### config.mk
export PLATFORM = sky130hd
export DESIGN_NAME = pkt_tx_sched
export DESIGN_NICKNAME = d
export VERILOG_FILES = /design/src/rtl/pkt_tx_sched.sv
export SDC_FILE = /design/constraint.sdc
export NUM_CORES = 1
export LEC_CHECK = 0
export ABC_AREA = 0
export BUFFER_PORTS_ARGS = -buffer_cell sky130_fd_sc_hd__buf_2
export CAP_MARGIN = 0
export CORE_MARGIN = 5
export CORE_UTILIZATION = 40
export DETAILED_ROUTE_END_ITERATION = 16
export PLACE_DENSITY = 0.73
export SLEW_MARGIN = 20
export SYNTH_ARGS = -nofsm -noshare
export SYNTH_HDL_FRONTEND = slang
export SYNTH_SLANG_ARGS = --single-unit
export TNS_END_PERCENT = 50
### constraint.sdc
create_clock -name clk -period 4.47 [get_ports clk]
set_clock_uncertainty 0.05 [all_clocks]
set_input_delay 0.6705 -clock clk [delete_from_list [all_inputs] [get_ports clk]]
set_output_delay 0.6705 -clock clk [all_outputs]
set_load 0.005 [all_outputs]
### src/rtl/pkt_tx_sched.sv
// pkt_tx_sched: two-requester packet scheduler for the 8b/10b encoder path.
// Frames each packet as K.28.1 sync codes, payload, K.28.5, then a guard gap.
module pkt_tx_sched #(
  parameter int SYNC_CNT  = 4,
  parameter int GUARD_CYC = 10
) (
  input  logic        clk,
  input  logic        rst_n,
  input  logic [1:0]  req_valid,
  input  logic [7:0]  req_data0,
  input  logic [7:0]  req_data1,
  input  logic [1:0]  req_last,
  output logic [1:0]  req_ready,
  output logic [1:0]  gnt,
  output logic        pushin,
  output logic [7:0]  datain,
  output logic        k,
  output logic        busy,
  output logic [15:0] pkt_cnt
);

  localparam int SW = $clog2(SYNC_CNT + 1);
  localparam int GW = $clog2(GUARD_CYC + 1);

  typedef enum logic [2:0] {
    IDLE,
    SYNC,
    DATA,
    EOP,
    GUARD
  } state_t;

  state_t        state;
  logic          last_gnt;
  logic [SW-1:0] sync_cnt;
  logic [GW-1:0] guard_cnt;
  logic          pick;
  logic          gidx;
  logic          xfer;
  logic [7:0]    sel_data;
  logic          sel_last;

  assign req_ready = (state == DATA) ? gnt : 2'b00;
  assign gidx      = gnt[1];
  assign xfer      = |(req_valid & req_ready);
  assign sel_data  = gidx ? req_data1 : req_data0;
  assign sel_last  = req_last[gidx];

  // On contention, alternate away from the last winner.
  assign pick = (&req_valid) ? ~last_gnt : req_valid[1];

  always_ff @(posedge clk or negedge rst_n) begin
    if (!rst_n) begin
      state     <= IDLE;
      gnt       <= 2'b00;
      last_gnt  <= 1'b1;
      pushin    <= 1'b0;
      datain    <= 8'h00;
      k         <= 1'b0;
      busy      <= 1'b0;
      pkt_cnt   <= 16'h0000;
      sync_cnt  <= '0;
      guard_cnt <= '0;
    end else begin
      pushin <= 1'b0;
      datain <= 8'h00;
      k      <= 1'b0;
      case (state)
        IDLE: begin
          if (|req_valid) begin
            gnt      <= pick ? 2'b10 : 2'b01;
            last_gnt <= pick;
            sync_cnt <= '0;
            busy     <= 1'b1;
            state    <= SYNC;
          end
        end
        SYNC: begin
          pushin <= 1'b1;
          datain <= 8'h3C;
          k      <= 1'b1;
          if (sync_cnt == SW'(SYNC_CNT - 1)) begin
            sync_cnt <= '0;
            state    <= DATA;
          end else begin
            sync_cnt <= sync_cnt + 1'b1;
          end
        end
        DATA: begin
          if (xfer) begin
            pushin <= 1'b1;
            datain <= sel_data;
            if (sel_last) state <= EOP;
          end
        end
        EOP: begin
          pushin    <= 1'b1;
          datain    <= 8'hBC;
          k         <= 1'b1;
          pkt_cnt   <= pkt_cnt + 16'd1;
          gnt       <= 2'b00;
          guard_cnt <= '0;
          state     <= GUARD;
        end
        GUARD: begin
          if (guard_cnt == GW'(GUARD_CYC - 1)) begin
            guard_cnt <= '0;
            busy      <= 1'b0;
            state     <= IDLE;
          end else begin
            guard_cnt <= guard_cnt + 1'b1;
          end
        end
        default: begin
          gnt   <= 2'b00;
          busy  <= 1'b0;
          state <= IDLE;
        end
      endcase
    end
  end

endmodule

Word level (Yosys, flattened, before mapping)
Index checks and enable logic that the tools add are counted.
{ "op_classes": {"addsub": 3, "n_reduce_logical": 14, "n_bitwise": 4, "eq_ne": 11, "magnitude_cmp": 1, "n_mux": 27} }
{ "op_table": {"columns": ["op", "n"], "rows": [
  ["$pmux 8 s3", 1],
  ["$mux 3", 7],
  ["$add 16x1->16 const B", 1],
  ["$mux 8", 2],
  ["$pmux 3 s5", 1],
  ["$ne 2x2->1 const B", 5],
  ["$eq 3x2->1 const B", 3],
  ["$pmux 4 s2", 1],
  ["$reduce_and 2->1", 4],
  ["$mux 1", 7],
  ["$mux 2", 3],
  ["$pmux 3 s2", 1],
  ["$reduce_or 2->1", 3],
  ["$reduce_or 3->1", 2],
  ["$reduce_and 5->1", 1],
  ["$add 4x1->4 const B", 1],
  ["$eq 4x4->1 const B", 1],
  ["$mux 4", 1],
  ["$pmux 2 s2", 1],
  ["$reduce_bool 2->1", 2],
  ["$add 3x1->3 const B", 1],
  ["$eq 3x1->1 const B", 1],
  ["$eq 3x3->1 const B", 1],
  ["$logic_not 3->1", 1],
  ["other kinds (6)", 8]
]} }
{ "word_totals": {"inputBits": 22, "wordCells": 70, "register_bits": 40, "output_inout_bits": 31} }

Longest topological paths before layout
Gate-level depths: netlist (run 1).
{ "depth": {"depth_word": 6, "mapped_depth": 6, "ltp_nobuf": 6} }

Least setup slack after synthesis (run 1)
No wires, ideal clock.
{ "synth_timing": {"kind": "register to output", "start": "register gnt[1]", "end": "output req_ready[1]", "setup_slack_ps": 2730, "t_arrival_ps": 1020, "stages_incl_launch_ff": 3, "n_path_buf": 1, "cell_sequence": "dfrtp_1 buf_1 and2_1"} }
{ "synth_between": {"elab_chain_len": 1} }
{ "synth_lines": {"columns": ["element", "line_no", "source"], "rows": [
  ["from (decl)", "14", "output logic [1:0] gnt,"],
  ["from (signal assigned)", "71", "gnt <= pick ? 2'b10 : 2'b01;"],
  ["$mux 2", "43", "assign req_ready = (state == DATA) ? gnt : 2'b00;"],
  ["to (decl)", "13", "output logic [1:0] req_ready,"]
]} }
Every way passes these cells.

Worst setup path in the final report (run 1)
{ "layout_timing": {"start": "register state[0]", "end": "output req_ready[1]"} }
{ "layout_between": {"elab_chain_len": 2} }
{ "layout_lines": {"columns": ["element", "line_no", "source"], "rows": [
  ["from (decl)", "33", "state_t state;"],
  ["from (signal assigned)", "54", "state <= IDLE;"],
  ["from (signal assigned)", "75", "state <= SYNC;"],
  ["from (signal assigned)", "84", "state <= DATA;"],
  ["$eq 3x2->1", "43", null],
  ["$mux 2", "43", null]
]} }
Every way passes these cells.

==> results of run 1 <==
## how the worst max path moves through the flow
stage	slack, ns	end	from	cells after the start
floorplan	2.73	req_ready[1]	gnt[1]	2
global placement	2.53	req_ready[1]	state[0]	4
detailed placement	2.51	req_ready[1]	state[0]	4
CTS	2.18	req_ready[1]	state[0]	4
global route	2.04	req_ready[1]	state[0]	4
finish	2.18	req_ready[1]	state[0]	4
## cell type report
| class | instances | area [µm²] |
|---|---|---|
| fill | 439 | 2360 |
| sequential | 40 | 1000 |
| clock buffer | 5 | 68.8 |
| timing repair buffer | 52 | 260 |
| tap | 54 | 67.6 |
| multi-input combinational | 125 | 835 |
| clock inverter | 3 | 42.5 |
| inverter | 6 | 22.5 |
## power breakdown
part	switching, mW	internal (mW)
logic	0.151	0.164
registers	0.109	0.451
clock network	0.125	0.165
total	0.385	0.780
## flip-flops by register name (all words and copies together), names as in the netlist, 2 cells and up
signal     cells
datain         8
gnt            2
guard_cnt      4
pkt_cnt       16
state          3
sync_cnt       3
## cells by family after synthesis
group	Yosys count
flip-flops	40
XOR/XNOR	15
buffers and inverters	11
multiplexers	9
AND/OR/NAND/NOR	66
AO/OA/AOI/OAI	31
adder cells (fa/ha/maj)	4
## critical path, delay by kind of cell (launching register included)
family / cells / cell delay [ns]
flops: 1 / 0.70
simple gates: 3 / 0.47
buf+inv: 1 / 0.12
## per-stage QoR
step                hold slack [ns]  setup WS, ns
floorplan                     0.325          2.73
finish                        0.422          2.18
global placement              0.402          2.53
detailed placement            0.422          2.51
global route                  0.449          2.04
CTS                           0.433          2.18
## cell usage in the layout (no fill, tap or decap), drive strengths merged, types with 5 or more instances in the layout
master,instances
o21ai,10
clkbuf,5
dfrtp,39
mux2i,7
xnor2,6
nand3,9
nor2,12
inv,6
buf,52
nand2,22
xor2,9
## metal layers
metal / vias to the layer above / GRT usage
li1: 721 / -
met1: 678 / 0.151
met2: 31 / 0.204
met3: 7 / 0.0367
met4: 0 / 0.0420
met5: - / 0
## cell usage after synthesis, types with 4 or more instances
library cell | n | area [µm²]
xor2_1 | 9 | 78.8
xnor2_1 | 6 | 52.6
nand3_1 | 8 | 40.0
nand2_1 | 22 | 82.6
ha_1 | 4 | 50.1
nor2_1 | 12 | 45.0
mux2i_1 | 7 | 70.1
dfrtp_1 | 39 | 976
inv_1 | 6 | 22.5
o21ai_0 | 10 | 50.1
nor3_1 | 4 | 20.0
==> Implementation_results.wiki, run 1 <==
{| class="wikitable"
! Metric !! Value
|-
| Maximum capacitance violations || 0
|-
| Pin count of the biggest net entering global routing || 41
|-
| Number of antenna violations at the first check in global routing || 0
|-
| Beginning of the worst register-to-register path || state[0]
|-
| Number of synthesized flops with an enable pin || 0
|-
| Capture point of the worst reg-to-reg path || pkt_cnt[15]
|-
| Top layer in use || met4
|-
| Met1 layer wirelength in the final routing || roughly 1600 µm
|-
| Total half-perimeter wirelength after legalization and detailed placement || 2760 µm
|-
| Root cell of the clock tree || clkbuf_8
|-
| Yosys warning total || 0
|-
| Final Hold Viols || 0
|-
| Clock insertion delay at the later pin of the skew report || ~0.29 ns
|-
| Wire length on met2 || 1740 µm
|-
| Share of synthesized cell area in full adder, half adder and majority cells || 0.0265
|-
| Number of routed nets with antenna violations || 0
|-
| Critical Path Slowest Stage Cell || dfrtp_1
|-
| Kind of start point of the critical path || register
|-
| Gate count after technology mapping || ~180
|-
| DRT Wirelength || around 3600 µm
|-
| Worst hold stages || 1
|-
| Run status || complete, no violations
|-
| Starting Density || 0.405
|-
| Clock slew at the register clock pins of the worst setup and hold paths || approximately 0.070 ns
|-
| Endpoint of the worst hold path || pkt_cnt[15]
|-
| DRC Markers || 0
|-
| Dominant synthesized flop cell || dfrtp_1
|-
| Global-route wire length before repair || 6070 µm
|-
| Chain of cells forming the critical path || nand2b_1, nor2_1, and2_1, buf_2
|-
| Standby leakage power || around 1.2 nW
|-
| Top-level I/O count || 53
|-
| Worst IR Drop VDD || 228 µV
|-
| Cell Area, Synth || 0.00189 mm²
|-
| Number of setup violations in the final report || 0
|-
| Synthesized Nets || 202
|-
| Cell area after layout || between 0.002 and 0.0025 mm²
|-
| Width of the die || approximately 80 µm
|-
| Count of routing violations after the opening detailed-route iteration || 77
|-
| First-pass detailed-route iteration total || 4
|-
| Synth async-reset ratio || 1.00
|-
| Multiplexer share of the synthesized area || 0.0491
|-
| Number of pins exceeding their max-slew limit in the final report || 0
|-
| Via count || 1437
|-
| Arrival time worst endpoint || between 1.5 and 2 ns
|-
| Pwr dens || about 510 mW/mm²
|-
| Avg Vias per Cell || between 5 and 6
|-
| CTS hold repair buffers || 0
|-
| Delay of the slowest cell on the worst path || about 0.7 ns
|-
| Number of buffers inserted during clock tree synthesis || 5
|-
| Clock period minus final worst setup slack || 2.29 ns
|-
| Post-synthesis cell type count || 42
|-
| Worst Path Required || ~3.8 ns
|-
| Reg-to-reg setup timing slack || 2.62 ns
|-
| WL/cell || 12.8 µm
|-
| Post-Layout Cell Count || approximately 290
|-
| Post-synthesis xor/xnor area fraction || 0.0696
|-
| Combinational family with the most area after synthesis || simple AND/OR/NAND/NOR gates
|-
| Actual slew at the worst max-slew pin || 0.851 ns
|-
| Number of port buffers || 52
|-
| Maximum fanout along the worst path || 19
|-
| Bufs on Longest Clock Path || 2
|-
| Placer Congestion || 0.745
|-
| Post-CTS Setup Bufs || 0
|-
| Worst Min Path Start || pkt_cnt[15]
|-
| End-of-flow core utilization || 0.493
|-
| Post-synthesis sequential area ratio || 0.531
|-
| Post-placement cell area || roughly 0.0022 mm²
|-
| Post-synthesis to final-layout area growth || 21.8%
|-
| H-tree Lvls || 2
|-
| Total Neg Setup Slack || 0 ns
|-
| Number of instances in the placed design || between 200 and 300
|-
| Post-CTS sizing || 0
|-
| Post-synthesis area per instance || 10.7 µm²
|-
| TritonCTS clock tree || yes
|-
| Grt total ovfl || 0
|-
| Endpoint class of the critical path || output port
|-
| Worst Setup Path Type || register to output port
|-
| Basic-gate share of the synthesized area counting and, or, nand and nor cells || 0.187
|-
| Area of the core region || between 0.004 and 0.005 mm²
|-
| Standard-cell row count || 25
|-
| Height of the die || about 79 µm
|-
| Die Footprint || 0.00619 mm²
|-
| Antenna cells || 0
|-
| Number of cell instances on the worst register-to-register path || 4
|-
| Number of global-route vias before repair || 1387
|-
| Power Total || about 1.2 mW
|-
| Met3 WL || between 200 and 250 µm
|-
| Share of the synthesized area in compound gates (AO/OA/AOI/OAI) || 0.110
|-
| Worst slew margin relative to its limit || 0.433
|-
| Post-synthesis register bit count || 40
|-
| Unrepaired setup endpoints after global routing || no
|-
| Maximum operating frequency || ~0.44 GHz
|-
| Hold WC Path Type || register to register
|-
| Overall fraction of global-route tracks in use || 0.123
|-
| Clock sink count || 40
|-
| Layout cells sized above 1 || 0.294
|-
| Share of the clock period used by the worst path || 0.513
|-
| Nets || around 260
|}
No activity file was read; power rests on OpenSTA's default activity.
==> run 2: changes to the inputs <==
--- a/config.mk
+++ b/config.mk
@@ -5,13 +5,13 @@
 export SDC_FILE = /design/constraint.sdc
 export NUM_CORES = 1
 export LEC_CHECK = 0
-export ABC_AREA = 0
+export ABC_AREA = 1
 export BUFFER_PORTS_ARGS = -buffer_cell sky130_fd_sc_hd__buf_2
 export CAP_MARGIN = 0
 export CORE_MARGIN = 5
 export CORE_UTILIZATION = 40
 export DETAILED_ROUTE_END_ITERATION = 16
-export PLACE_DENSITY = 0.73
+export PLACE_DENSITY = 0.72
 export SLEW_MARGIN = 20
 export SYNTH_ARGS = -nofsm -noshare
 export SYNTH_HDL_FRONTEND = slang
==> constraint.sdc (replaced) <==
create_clock -name clk -period 2.2 [get_ports clk]
set_clock_uncertainty 0.05 [all_clocks]
set_input_delay 0.33 -clock clk [delete_from_list [all_inputs] [get_ports clk]]
set_output_delay 0.33 -clock clk [all_outputs]
set_load 0.005 [all_outputs]
==> run 2 against run 1 <==
- combinational power down 86%
- critical endpoint unchanged
- largest cell class unchanged
- critical path depth down 1
- critical path type unchanged
- sequential share of layout area down 2.9 points
- via count up 16%
- die area up 5.9%
==> Implementation_results.wiki, run 2 <==
{| class="wikitable"
! Metric !! Value
|-
| Root cell of the clock tree || clkbuf_8 (unchanged)
|-
| Cell area after layout || 0.00246 mm² (was 0.00230 mm²)
|-
| Hold WC Path Type || primary input to register (was register to register)
|-
| Unrepaired setup endpoints after global routing || no (unchanged)
|-
| Standby leakage power || 1.50 nW (was 1.17 nW)
|-
| Share of the clock period used by the worst path || 0.842
|-
| Global-route wire length before repair || 7040 µm (was 6070 µm)
|-
| Switching Share || 0.197 (was 0.330)
|-
| Width of the die || 81.0 µm (was 78.7 µm)
|-
| Reg-to-reg setup timing slack || 0.67 ns (was 2.62 ns)
|-
| Clock insertion delay at the later pin of the skew report || 0.28 ns (was 0.29 ns)
|-
| H-tree Lvls || 2 (unchanged)
|-
| Worst slack, placed || 0.639 ns (was 2.51 ns)
|-
| Post-synthesis to final-layout area growth || 22.2% (was 21.8%)
|-
| Pin count of the biggest net entering global routing || 24 (was 41)
|-
| Largest regs || pkt_cnt (16), datain (8), guard_cnt (4) (unchanged)
|-
| Gate count after technology mapping || 236 (was 176)
|-
| Pwr dens || 511 mW/mm² (was 507 mW/mm²)
|-
| Area of the multi-input gates || 861 µm² (was 835 µm²)
|-
| Worst Min Path Start || req_data1[0] (was pkt_cnt[15])
|-
| Worst Path Required || 1.82 ns (was 3.75 ns)
|-
| Number of setup violations in the final report || 0 (unchanged)
|-
| Worst path setup slack after routing || 0.348 ns (was 2.18 ns)
|-
| Largest cells by area after synthesis || dfrtp_1, nand2_1, inv_1 (was dfrtp_1, nand2_1, xor2_1)
|-
| Standard-cell row count || 25 (unchanged)
|-
| Count of buffering cells on the critical path with inverters included || 2 (was 1)
|-
| Number of global-route vias before repair || 1645 (was 1387)
|-
| Post-synthesis area per instance || 8.54 µm² (was 10.7 µm²)
|-
| Fill cell count || 482 (was 439)
|-
| Switching component of the power || 0.248 mW (was 0.385 mW)
|-
| Final Hold Viols || 0 (unchanged)
|-
| Endpoint class of the critical path || output port (unchanged)
|-
| Area of the core region || 0.00482 mm² (was 0.00466 mm²)
|-
| Number of synthesized flops with an enable pin || 0 (unchanged)
|-
| DRT Wirelength || 4000 µm (was 3640 µm)
|-
| Via count || 1669 (was 1437)
|-
| Overall fraction of global-route tracks in use || 0.136 (was 0.123)
|-
| Worst IR Drop VDD || 292 µV (was 228 µV)
|-
| DRC Markers || 0 (unchanged)
|-
| Footprint of the flip-flops and latches || 0.00100 mm² (unchanged)
|-
| Yosys top cell area share || 0.484 (was 0.517)
|-
| Max FFs per register || 16 (unchanged)
|-
| First-pass detailed-route iteration total || 4 (unchanged)
|-
| Kind of start point of the critical path || register (unchanged)
|-
| Leading cell type in the layout, fill and taps excluded || nand2_1 (was buf_2)
|-
| Top register by number of flip-flops || pkt_cnt (unchanged)
|-
| Commonest non-fill, non-tap cells in the layout || nand2_1, buf_2, dfrtp_1 (was buf_2, dfrtp_1, nand2_1)
|-
| Antenna cells || 0 (unchanged)
|-
| Number of buffers inserted during clock tree synthesis || 5 (unchanged)
|-
| Most area-hungry cell type in the Yosys netlist || dfrtp_1 (unchanged)
|-
| Run status || complete, no violations (unchanged)
|-
| Actual slew at the worst max-slew pin || 0.410 ns (was 0.851 ns)
|-
| Grt total ovfl || 0 (unchanged)
|-
| Cell class contributing the biggest share of worst-path delay || flip-flops (unchanged)
|-
| Chain of cells forming the critical path || clkinv_1, nor2_1, buf_2 (was nand2b_1, nor2_1, and2_1, buf_2)
|-
| Post-placement cell area || 0.00236 mm² (was 0.00219 mm²)
|-
| Internal power consumption || 1.01 mW (was 0.780 mW)
|-
| Worst Setup SP || gnt[1] (was state[0])
|-
| Avg Vias per Cell || 4.59 (was 5.04)
|-
| Bufs on Longest Clock Path || 2 (unchanged)
|-
| Die Footprint || 0.00656 mm² (was 0.00619 mm²)
|-
| Post-CTS Setup Bufs || 0 (unchanged)
|-
| CTS hold repair buffers || 1 (was 0)
|-
| Nets || 322 (was 256)
|-
| Dominant synthesized flop cell || dfrtp_1 (unchanged)
|-
| Total Neg Setup Slack || 0 ns (unchanged)
|-
| Clock slew at the register clock pins of the worst setup and hold paths || 0.07 ns (about the same)
|-
| Clock period minus final worst setup slack || approximately 1.9 ns
|-
| Number of port buffers || 52 (unchanged)
|-
| Arrival time worst endpoint || 1.47 ns (was 1.57 ns)
|-
| Sequential power share || 0.585 (was 0.481)
|-
| Total half-perimeter wirelength after legalization and detailed placement || 3190 µm (was 2760 µm)
|-
| Synthesized Nets || 262 (was 202)
|-
| Synth async-reset ratio || 1.00 (unchanged)
|-
| Maximum capacitance violations || 0 (unchanged)
|-
| Most repeated cell in the gate-level netlist after synthesis || nand2_1 (was dfrtp_1)
|-
| Post-synthesis cell type count || 32 (was 42)
|-
| Worst Setup Path Type || register to output port (unchanged)
|-
| TritonCTS clock tree || yes (unchanged)
|-
| Worst slew margin relative to its limit || 0.727 (was 0.433)
|-
| Count of routing violations after the opening detailed-route iteration || 51 (was 77)
|-
| Cell Area, Synth || 0.00202 mm² (was 0.00189 mm²)
|-
| Clock share of power || 0.381 (was 0.249)
|-
| Delay of the slowest cell on the worst path || 0.57 ns (was 0.70 ns)
|-
| Post-CTS sizing || 0 (unchanged)
|-
| Post-synthesis register bit count || 40 (unchanged)
|-
| Post-synthesis sequential area ratio || 0.497 (was 0.531)
|-
| Yosys warning total || 0 (unchanged)
|-
| Maximum operating frequency || about 0.54 GHz
|-
| Number of pins exceeding their max-slew limit in the final report || 0 (unchanged)
|-
| Placer Congestion || 0.776 (was 0.745)
|-
| Number of antenna violations at the first check in global routing || 0 (unchanged)
|-
| Maximum fanout along the worst path || 13 (was 19)
|-
| Share of total power in combinational logic || 0.034 (was 0.271)
|-
| Starting Density || 0.418 (was 0.405)
|-
| WL/cell || 11.0 µm (was 12.8 µm)
|-
| Layout cells sized above 1 || 0.273 (was 0.294)
|-
| Height of the die || 81.0 µm (was 78.7 µm)
|-
| Top-level I/O count || 53 (unchanged)
|-
| Beginning of the worst register-to-register path || gnt[1] (was state[0])
|-
| Critical Path Slowest Stage Cell || dfrtp_1 (unchanged)
|-
| Number of routed nets with antenna violations || 0 (unchanged)
|-
| Commonest cells in the synthesized netlist || nand2_1, dfrtp_1, inv_1, nor2_1, nand3_1 (was dfrtp_1, nand2_1, nor2_1, o21ai_0, xor2_1)
|-
| Power Total || 1.26 mW (was 1.16 mW)
|-
| Clock sink count || 40 (unchanged)
|}
## run 2: layer usage
layer	up-vias	global-route usage	routed length (µm)
li1	858	-	-
met1	787	0.160	1730
met2	20	0.239	2040
met3	4	0.0299	169
met4	0	0.0574	61
met5	-	0	0
## run 2: path summary, 6_finish.rpt
kind | end | depth (start not counted)
max | req_ready[1] | 3
max in group asynchronous | datain[2] | 3
min reg2reg | last_gnt | 2
max reg2reg | state[0] | 7
min in group asynchronous | gnt[0] | 2
min | datain[0] | 3
## run 2: area by class of cell
class	instances	share of cell area
Tap cell	67	0.0340
Sequential cell	40	0.407
Timing Repair Buffer	54	0.113
Clock buffer	8	0.0366
Inverter	38	0.0600
Multi-Input combinational cell	157	0.350
## run 2: cells by family after synthesis
| logic type | synth area share |
|---|---|
| compound gates | 0.0608 |
| xor+xnor | 0.0472 |
| fa+ha+maj | 0.0248 |
| buf+inv | 0.0757 |
| flops | 0.497 |
| simple gates | 0.294 |
## run 2: power by group through the flow
stage | clock, mW | sequential (mW) | combinational, mW
after floorplan | 0 | 0.749 | 0.00691
after global placement | 0 | 0.749 | 0.0431
after detailed placement | 0 | 0.749 | 0.0429
after CTS | 0.505 | 0.735 | 0.0444
after global routing | 0.542 | 0.735 | 0.0499
final | 0.479 | 0.735 | 0.0431
## run 2: stage by stage
| stage | cells | hold WS (ns) | utilization |
|---|---|---|---|
| 2_1_floorplan | 236 | -0.0156 | - |
| 3_3_place_gp | 355 | 0.229 | 0.490 |
| 3_5_place_dp | 355 | 0.229 | 0.490 |
| 4_1_cts | 364 | 0.237 | 0.511 |
| 5_1_grt | 364 | 0.241 | 0.511 |
| 6_report | 364 | 0.247 | 0.511 |
## run 2: worst reg2reg max path, cell delays in order (launching register included)
cell	delay (ns)
dfrtp_1	0.57
clkinv_1	0.34
nand2_1	0.13
nand2_1	0.06
nand2_1	0.06
nand2_1	0.08
nand3_1	0.09
nand2_1	0.06
